### config.mk
export PLATFORM = sky130hd
export DESIGN_NAME = hier_path_decoder_flat
export DESIGN_NICKNAME = d
export VERILOG_FILES = /design/src/rtl/hier_path_decoder_if.sv /design/src/rtl/hier_path_decoder.sv /design/src/flat_wrapper.sv
export SDC_FILE = /design/constraint.sdc
export NUM_CORES = 1
export LEC_CHECK = 0
export CORE_UTILIZATION = 50
export DETAILED_ROUTE_END_ITERATION = 16
export PLACE_DENSITY = 0.75
export SKIP_LAST_GASP = 1
export SLEW_MARGIN = 20
export SYNTH_ARGS = -nofsm -noshare
export SYNTH_HDL_FRONTEND = slang
export SYNTH_SLANG_ARGS = --single-unit
### constraint.sdc
create_clock -name clk -period 7.54 [get_ports clk]
set_input_delay 1.131 -clock clk [delete_from_list [all_inputs] [get_ports clk]]
set_output_delay 1.131 -clock clk [all_outputs]
set_load 0.03 [all_outputs]
### src/rtl/hier_path_decoder_if.sv
// Path-stream handshake bundle: digit stream in, decoded leaf index out.
interface hier_path_decoder_if #(
  parameter int DIGIT_W = 4,
  parameter int IDX_W   = 21
);
  logic               in_valid;
  logic               in_ready;
  logic [DIGIT_W-1:0] in_digit;
  logic               in_last;
  logic               out_valid;
  logic               out_ready;
  logic [IDX_W-1:0]   out_index;
  logic [3:0]         out_depth;
  logic               out_error;

  modport master (
    output in_valid, in_digit, in_last, out_ready,
    input  in_ready, out_valid, out_index, out_depth, out_error
  );

  modport slave (
    input  in_valid, in_digit, in_last, out_ready,
    output in_ready, out_valid, out_index, out_depth, out_error
  );
endinterface

### src/rtl/hier_path_decoder.sv
// Reduces a root-first stream of child digits to a flat mixed-radix leaf index,
// depth and error flag; one result per path, held until the consumer takes it.
module hier_path_decoder #(
  parameter int FANOUT    = 5,
  parameter int MAX_DEPTH = 9,
  parameter int DIGIT_W   = 4,
  parameter int IDX_W     = 21
) (
  input logic                clk,
  input logic                rst,
  hier_path_decoder_if.slave bus
);
  typedef enum logic [1:0] {ACCUM, DRAIN, OUT} state_e;

  state_e           state_q, state_d;
  logic [IDX_W-1:0] idx_q, idx_d;
  logic [3:0]       depth_q, depth_d;
  logic             err_q, err_d;
  logic             accept, bad_digit;

  assign bus.in_ready = !rst && (state_q != OUT);
  assign accept       = bus.in_valid && bus.in_ready;
  // A digit past the depth cap is an error just like an out-of-range digit.
  assign bad_digit    = (bus.in_digit >= DIGIT_W'(FANOUT)) || (depth_q == 4'(MAX_DEPTH));

  always_ff @(posedge clk) begin
    if (rst) begin
      state_q <= ACCUM;
      idx_q   <= '0;
      depth_q <= '0;
      err_q   <= 1'b0;
    end else begin
      state_q <= state_d;
      idx_q   <= idx_d;
      depth_q <= depth_d;
      err_q   <= err_d;
    end
  end

  always_comb begin
    state_d = state_q;
    idx_d   = idx_q;
    depth_d = depth_q;
    err_d   = err_q;
    unique case (state_q)
      ACCUM: begin
        if (accept) begin
          if (bad_digit) begin
            err_d = 1'b1;
          end else begin
            // depth cap guarantees this never exceeds FANOUT**MAX_DEPTH-1
            idx_d   = IDX_W'(idx_q * IDX_W'(FANOUT)) + IDX_W'(bus.in_digit);
            depth_d = depth_q + 4'd1;
          end
          if (bus.in_last)    state_d = OUT;
          else if (bad_digit) state_d = DRAIN;
        end
      end
      DRAIN: begin
        if (accept && bus.in_last) state_d = OUT;
      end
      OUT: begin
        if (bus.out_ready) begin
          state_d = ACCUM;
          idx_d   = '0;
          depth_d = '0;
          err_d   = 1'b0;
        end
      end
      default: state_d = ACCUM;
    endcase
  end

  // Result fields read as zero except while a result is being offered.
  assign bus.out_valid = (state_q == OUT);
  assign bus.out_index = bus.out_valid ? idx_q   : '0;
  assign bus.out_depth = bus.out_valid ? depth_q : '0;
  assign bus.out_error = bus.out_valid ? err_q   : 1'b0;
endmodule

### src/flat_wrapper.sv
// flat-port wrapper written by rule: the top's interface ports become plain ports
module hier_path_decoder_flat 
#(
  parameter int FANOUT    = 5,
  parameter int MAX_DEPTH = 9,
  parameter int DIGIT_W   = 4,
  parameter int IDX_W     = 21
)
  (clk, rst, bus_in_valid, bus_in_digit, bus_in_last, bus_out_ready, bus_in_ready, bus_out_valid, bus_out_index, bus_out_depth, bus_out_error);
  hier_path_decoder_if #(.DIGIT_W(DIGIT_W), .IDX_W(IDX_W)) bus_i ();
  input logic clk;
  input logic rst;
  input wire logic [$bits(bus_i.in_valid)-1:0] bus_in_valid;
  input wire logic [$bits(bus_i.in_digit)-1:0] bus_in_digit;
  input wire logic [$bits(bus_i.in_last)-1:0] bus_in_last;
  input wire logic [$bits(bus_i.out_ready)-1:0] bus_out_ready;
  output wire logic [$bits(bus_i.in_ready)-1:0] bus_in_ready;
  output wire logic [$bits(bus_i.out_valid)-1:0] bus_out_valid;
  output wire logic [$bits(bus_i.out_index)-1:0] bus_out_index;
  output wire logic [$bits(bus_i.out_depth)-1:0] bus_out_depth;
  output wire logic [$bits(bus_i.out_error)-1:0] bus_out_error;
  assign bus_i.in_valid = bus_in_valid;
  assign bus_i.in_digit = bus_in_digit;
  assign bus_i.in_last = bus_in_last;
  assign bus_i.out_ready = bus_out_ready;
  assign bus_in_ready = bus_i.in_ready;
  assign bus_out_valid = bus_i.out_valid;
  assign bus_out_index = bus_i.out_index;
  assign bus_out_depth = bus_i.out_depth;
  assign bus_out_error = bus_i.out_error;
  hier_path_decoder #(.FANOUT(FANOUT), .MAX_DEPTH(MAX_DEPTH), .DIGIT_W(DIGIT_W), .IDX_W(IDX_W)) u_core (.clk(clk), .rst(rst), .bus(bus_i));
endmodule
# Yosys cells after proc, flatten, opt, wreduce, memory -nomap -nowiden

Cells that the tools add are included.

Mux-type cells: 21
Equality and inequality tests: 10
Reductions and logical operators: 10
$lt $le $gt $ge: 1
Multipliers: 1
Add/subtract/negate cells: 2

Operators by type and width:

| operator                                                                 | number |
|---|---|
| 21-bit 2-to-1 mux                                                        | 4 |
| 21-bit one-hot mux with 2 select lines                                   | 1 |
| 21-bit by 4-bit adder with 21-bit output                                 | 1 |
| 21-bit by 3-bit multiplier with 21-bit output (second input constant)    | 1 |
| 4-bit 2-to-1 mux                                                         | 4 |
| 4-bit AND reduction                                                      | 3 |
| 2-bit 2-to-1 mux                                                         | 5 |
| 4-bit one-hot mux with 2 select lines                                    | 1 |
| 2-bit by 1-bit inequality test with 1-bit output (second input constant) | 3 |
| 2-bit inequality test (second input constant)                            | 3 |
| 2-bit one-hot mux with 3 select lines                                    | 1 |
| 4-bit by 1-bit adder with 4-bit output (second input constant)           | 1 |
| 4-bit equality test (second input constant)                              | 1 |
| 4-bit by 3-bit >= comparator with 1-bit output (second input constant)   | 1 |
| 1-bit 2-to-1 mux                                                         | 4 |
| 1-bit logical AND                                                        | 3 |
| 3-bit by 2-bit inequality test with 1-bit output (second input constant) | 1 |
| 2-bit by 1-bit equality test with 1-bit output (second input constant)   | 1 |
| 2-bit equality test (second input constant)                              | 1 |
| 2-bit logical NOT                                                        | 1 |
| 1-bit one-hot mux with 2 select lines                                    | 1 |
| 2-bit nonzero test                                                       | 1 |
| 1-bit logical NOT                                                        | 1 |
| 1-bit logical OR                                                         | 1 |

Flip-flop bits (word level): 28
Output and inout bits: 28

# Logic depth before layout (Yosys ltp)

Depth in word-level cells: 6
Depth in mapped cells: 10
Mapped depth without buffers: 10

# Worst setup path before layout

Ideal clock, no wire load.

Path type: input -> register
Start point: input port bus_in_digit[3]
End point: register u_core.idx_q[13]
Library setup time: 0.117 ns
Buffers on the path: 0
Data arrival time: 3.155 ns
Slack: 4.267 ns
Cell stages on the path: 8
Data required time: 7.423 ns
Cell sequence: fa_1 > ha_1 > nor2b_1 > o31a_1 > o211ai_1 > a21boi_0 > or3_1 > a32o_1

Cells in the longest elaborated chain, start to end: 4

Ends and longest elaborated chain:

| item                                                                                                              | line                                             | RTL |
|---|---|---|
| start: declaration                                                                                                | flat_wrapper.sv:14                               | `input wire logic [$bits(bus_i.in_digit)-1:0] bus_in_digit;` |
| 21-bit by 4-bit adder with 21-bit output / 4-bit by 3-bit >= comparator with 1-bit output (equally long branches) | hier_path_decoder.sv:52, hier_path_decoder.sv:24 |  |
| 21-bit 2-to-1 mux / 1-bit logical OR (equally long branches)                                                      | hier_path_decoder.sv:48, hier_path_decoder.sv:24 |  |
| 21-bit 2-to-1 mux / 2-bit inequality test (equally long branches)                                                 | --                                               |  |
| 21-bit one-hot mux with 2 select lines / 4-bit AND reduction (equally long branches)                              | --                                               |  |
| end signal: assignment                                                                                            | hier_path_decoder.sv:34                          | `idx_q <= idx_d;` |
| end: declaration                                                                                                  | hier_path_decoder.sv:16                          | `logic [IDX_W-1:0] idx_q, idx_d;` |

Parallel ways exist; a longest one is shown, timed or not. The select of a mux whose other input is x is not followed.
A chain may end at the register's enable or synchronous reset.

# Final worst setup path

Start point: input port rst
End point: output port bus_in_ready

Cells in the longest elaborated chain, start to end: 2

Ends and longest elaborated chain:

| item               | line                    | RTL |
|---|---|---|
| start: declaration | flat_wrapper.sv:12      | `input logic rst;` |
| 1-bit logical NOT  | hier_path_decoder.sv:21 | `assign bus.in_ready = !rst && (state_q != OUT);` |
| 1-bit logical AND  | hier_path_decoder.sv:21 |  |
| end: declaration   | flat_wrapper.sv:17      | `output wire logic [$bits(bus_i.in_ready)-1:0] bus_in_ready;` |

Every way passes these cells.

==> impl_metrics.csv <==
group,metric,value,unit
global_routing,grt_max_degree,35,
worst_setup_path,reg2reg_depth,9,
global_routing,grt_first_pass_wirelength,10.7,mm
place,dpl.hpwl,4.71,mm
sta,fmax,0.254,GHz
floorplanning,die_y,76.1,um
route,drc,0,
worst_hold_path,hold_start,"u_core.idx_q[20]$_SDFFE_PP0P_",
synthesis,avgSynthCellArea,8.26,um2
sta,rsz0062_at_grt,"false",
clock_network,cts-buffers-inserted,3,
global_routing,grt-ovfl-total,0,
pwr,leakage,1.46,nW
synthesis,seq_area_frac_synth,20.4,%
clock_network,htree_num_levels,1,
final_layout,post-route-util,61.7,%
clock_network,numClockSinks,28,
floorplanning,die_area,5790,um2
sta,period_share,52.1,%
clock_network,cts-root-buf,"clkbuf_8",
sta,hold_viol_final,0,
synthesis,yosysTopAreaCell,"ha_1",
clock_network,postCtsHoldBufs,0,
synthesis,ys_ff_latch,28,
route,detail_route.wl_per_cell,14.1,um
global_routing,antenna_found_initial,0,
clock_network,path_clk_slew,0.10,ns
global_routing,grt_pass1_vias,2351,
synthesis,synth_enable_flop_cells,0,
final_layout,design_area,3210,um2
route,initialDrtViolationCount,74,
sta,drv_slew,0,
synthesis,syn_nets,401,
place,place.gp.congestion,0.865,
synthesis,async_flop_share,0,%
route,dr_total_vias,2479,
route,viasPerCell,5.75,
worst_setup_path,path_max_fanout,18,
worst_setup_path,r2r_slack,4.47,ns
synthesis,syn_inst,332,
route,finalWirelength,6.06,mm
final_layout,drive_gt1_share,3.60,%
place,place_area,3140,um2
worst_setup_path,worstSetupStartpointType,"input port",
floorplanning,io_pins,37,
clock_network,post_cts_buffers,0,
worst_hold_path,min_to,"u_core.idx_q[20]$_SDFFE_PP0P_",
flow_run,drv_cap,0,
worst_setup_path,timing.rr.end,"u_core.idx_q[19]$_SDFFE_PP0P_",
clock_network,clkLatencyLatePin,0.27,ns
synthesis,syn-cell-area,2740,um2
pwr,powerDensity,94.8,nW/um2
worst_setup_path,cp-end-kind,"primary output",
synthesis,synth_ff_type,"dfxtp_1",
route,first_pass_iters,4,
worst_setup_path,path_class,"input port to primary output",
sta,max-slew-margin-rel,35.8,%
final_layout,antenna_cells,0,
place,portBuffers,36,
pwr,peakVddDrop,0.0943,mV
clock_network,clock_path_buffers,2,
worst_setup_path,rr_startpoint,"u_core.idx_q[1]$_SDFFE_PP0P_",
final_layout,nNetsFinal,431,
synthesis,synthDistinctLibCells,55,
route,postRouteAntennaNets,0,
floorplanning,initial_utilization,52.7,%
clock_network,cts-resized-gates,0,
sta,fin_setup_tns,0,ns
clock_network,cts_tree,"yes",
floorplanning,core_area,5200,um2
worst_setup_path,crit_required,6.41,ns
sta,finalWorstPathRequiredPeriod,3.93,ns
synthesis,synthTopCellsByArea,"ha_1 26%, dfxtp_1 20%, and2_1 5.7%, a21oi_1 4.2%, nand2_1 4.1%",
worst_hold_path,holdPathStages,2,
pwr,p_total,0.304,mW
synthesis,ys_warn_count,0,
final_layout,synthToLayoutAreaGrowth,17.2,%
sta,setup_violations,0,
synthesis,yosys.area.top_type_share,26.5,%
worst_hold_path,hp-class,"register to register",
floorplanning,rows,26,
worst_setup_path,arrival,2.80,ns
global_routing,groute.usage.overall,22.3,%
floorplanning,die_w,76.1,um
run_status,status,"completed",
sta,worst_pin_slew,0.963,ns
sta,finClkSkew,0.00227,ns
==> worst max-delay path by stage <==
stage,cells past startpoint,start,endpoint
final,3,rst,bus_in_ready
after global placement,11,bus_in_digit[1],u_core.idx_q[19]$_SDFFE_PP0P_
after global routing,3,rst,bus_in_ready
after floorplan,8,bus_in_digit[3],u_core.idx_q[13]$_SDFFE_PP0P_
after detailed placement,11,bus_in_digit[1],u_core.idx_q[19]$_SDFFE_PP0P_
after CTS,3,rst,bus_in_ready
==> placed cells by master (no fill, tap or decap), types with 2 or more instances in the layout <==
| cell type | count |
|---|---|
| ha_1 | 58 |
| clkdlybuf4s50_1 | 36 |
| nand2_1 | 30 |
| dfxtp_1 | 28 |
| nor2_1 | 26 |
| and2_1 | 25 |
| a21oi_1 | 23 |
| o21ai_0 | 18 |
| xnor2_1 | 12 |
| inv_1 | 11 |
| nand3_1 | 8 |
| nor3_1 | 7 |
| nor4_1 | 5 |
| xor2_1 | 4 |
| a211oi_1 | 4 |
| o21a_1 | 4 |
| o21ai_1 | 4 |
| nand2b_1 | 3 |
| nand3b_1 | 3 |
| nor2b_1 | 3 |
| o21bai_1 | 3 |
| o31ai_1 | 3 |
| o22ai_1 | 3 |
| or3_1 | 3 |
| clkbuf_8 | 3 |
| and3_1 | 2 |
| o31a_1 | 2 |
| a32o_1 | 2 |
| a22oi_1 | 2 |
| fa_1 | 2 |
==> synthesized netlist by cell type (all sizes together), types with 4 or more instances <==
| cell | count |
|---|---|
| ha | 58 |
| nand2 | 31 |
| dfxtp | 28 |
| nor2 | 27 |
| and2 | 25 |
| a21oi | 24 |
| o21ai | 22 |
| xnor2 | 12 |
| inv | 11 |
| nand3 | 8 |
| nor3 | 8 |
| clkbuf | 6 |
| a211oi | 5 |
| buf | 5 |
| nor4 | 5 |
| o21a | 4 |
| xor2 | 4 |
==> critical path: stages <==
cell	delay, ns
clkdlybuf4s50_1	0.74
nor2_1	0.23
clkdlybuf4s50_1	0.70
==> per-stage QoR <==
step / instances / worst slack [ns] / hold WS, ns
after detailed placement: 427 / 3.55 / 0.464
after floorplan: 332 / 4.27 / 0.432
after global routing: 431 / 3.50 / 0.504
after global placement: 427 / 3.57 / 0.444
after CTS: 431 / 3.59 / 0.478
final: 431 / 3.61 / 0.480
==> layout make-up <==
class / count / area [um2]
sequential: 28 / 561
fill: 488 / 1990
multi-input combinational: 282 / 2090
tap: 70 / 87.6
inverter: 11 / 41.3
timing repair buffer: 36 / 360
clock inverter: 1 / 30.0
clock buffer: 3 / 41.3
==> registers in the layout, indices dropped and copies added, names as in the netlist <==
| signal | count |
|---|---|
| u_core.state_q | 2 |
| u_core.idx_q | 21 |
| u_core.depth_q | 4 |
| u_core.err_q | 1 |
==> cells by family after synthesis <==
group	Yosys count	synth area share (%)
adder cells (fa/ha/maj)	60	27.9
buffers and inverters	22	3.28
AND/OR/NAND/NOR	124	23.5
multiplexers	1	0.365
AO/OA/AOI/OAI	81	19.4
XOR/XNOR	16	5.11
flip-flops	28	20.4
==> per-layer routing <==
metal | GRT usage, % | vias to the layer above | part of all wire (%) | wire [um]
met4 | 3.46 | 0 | 0.35 | 21
met3 | 2.28 | 2 | 5.3 | 322
met2 | 39.3 | 69 | 48 | 2880
met5 | 0 | - | 0 | 0
met1 | 29.8 | 1151 | 47 | 2830
li1 | - | 1257 | - | -
==> power by group <==
group	switching, mW	internal (mW)
combinational	0.0202	0.0129
clock	0.0485	0.0711
sequential	0.00211	0.150
total	0.0709	0.234
(Power assumes the default switching activity.)
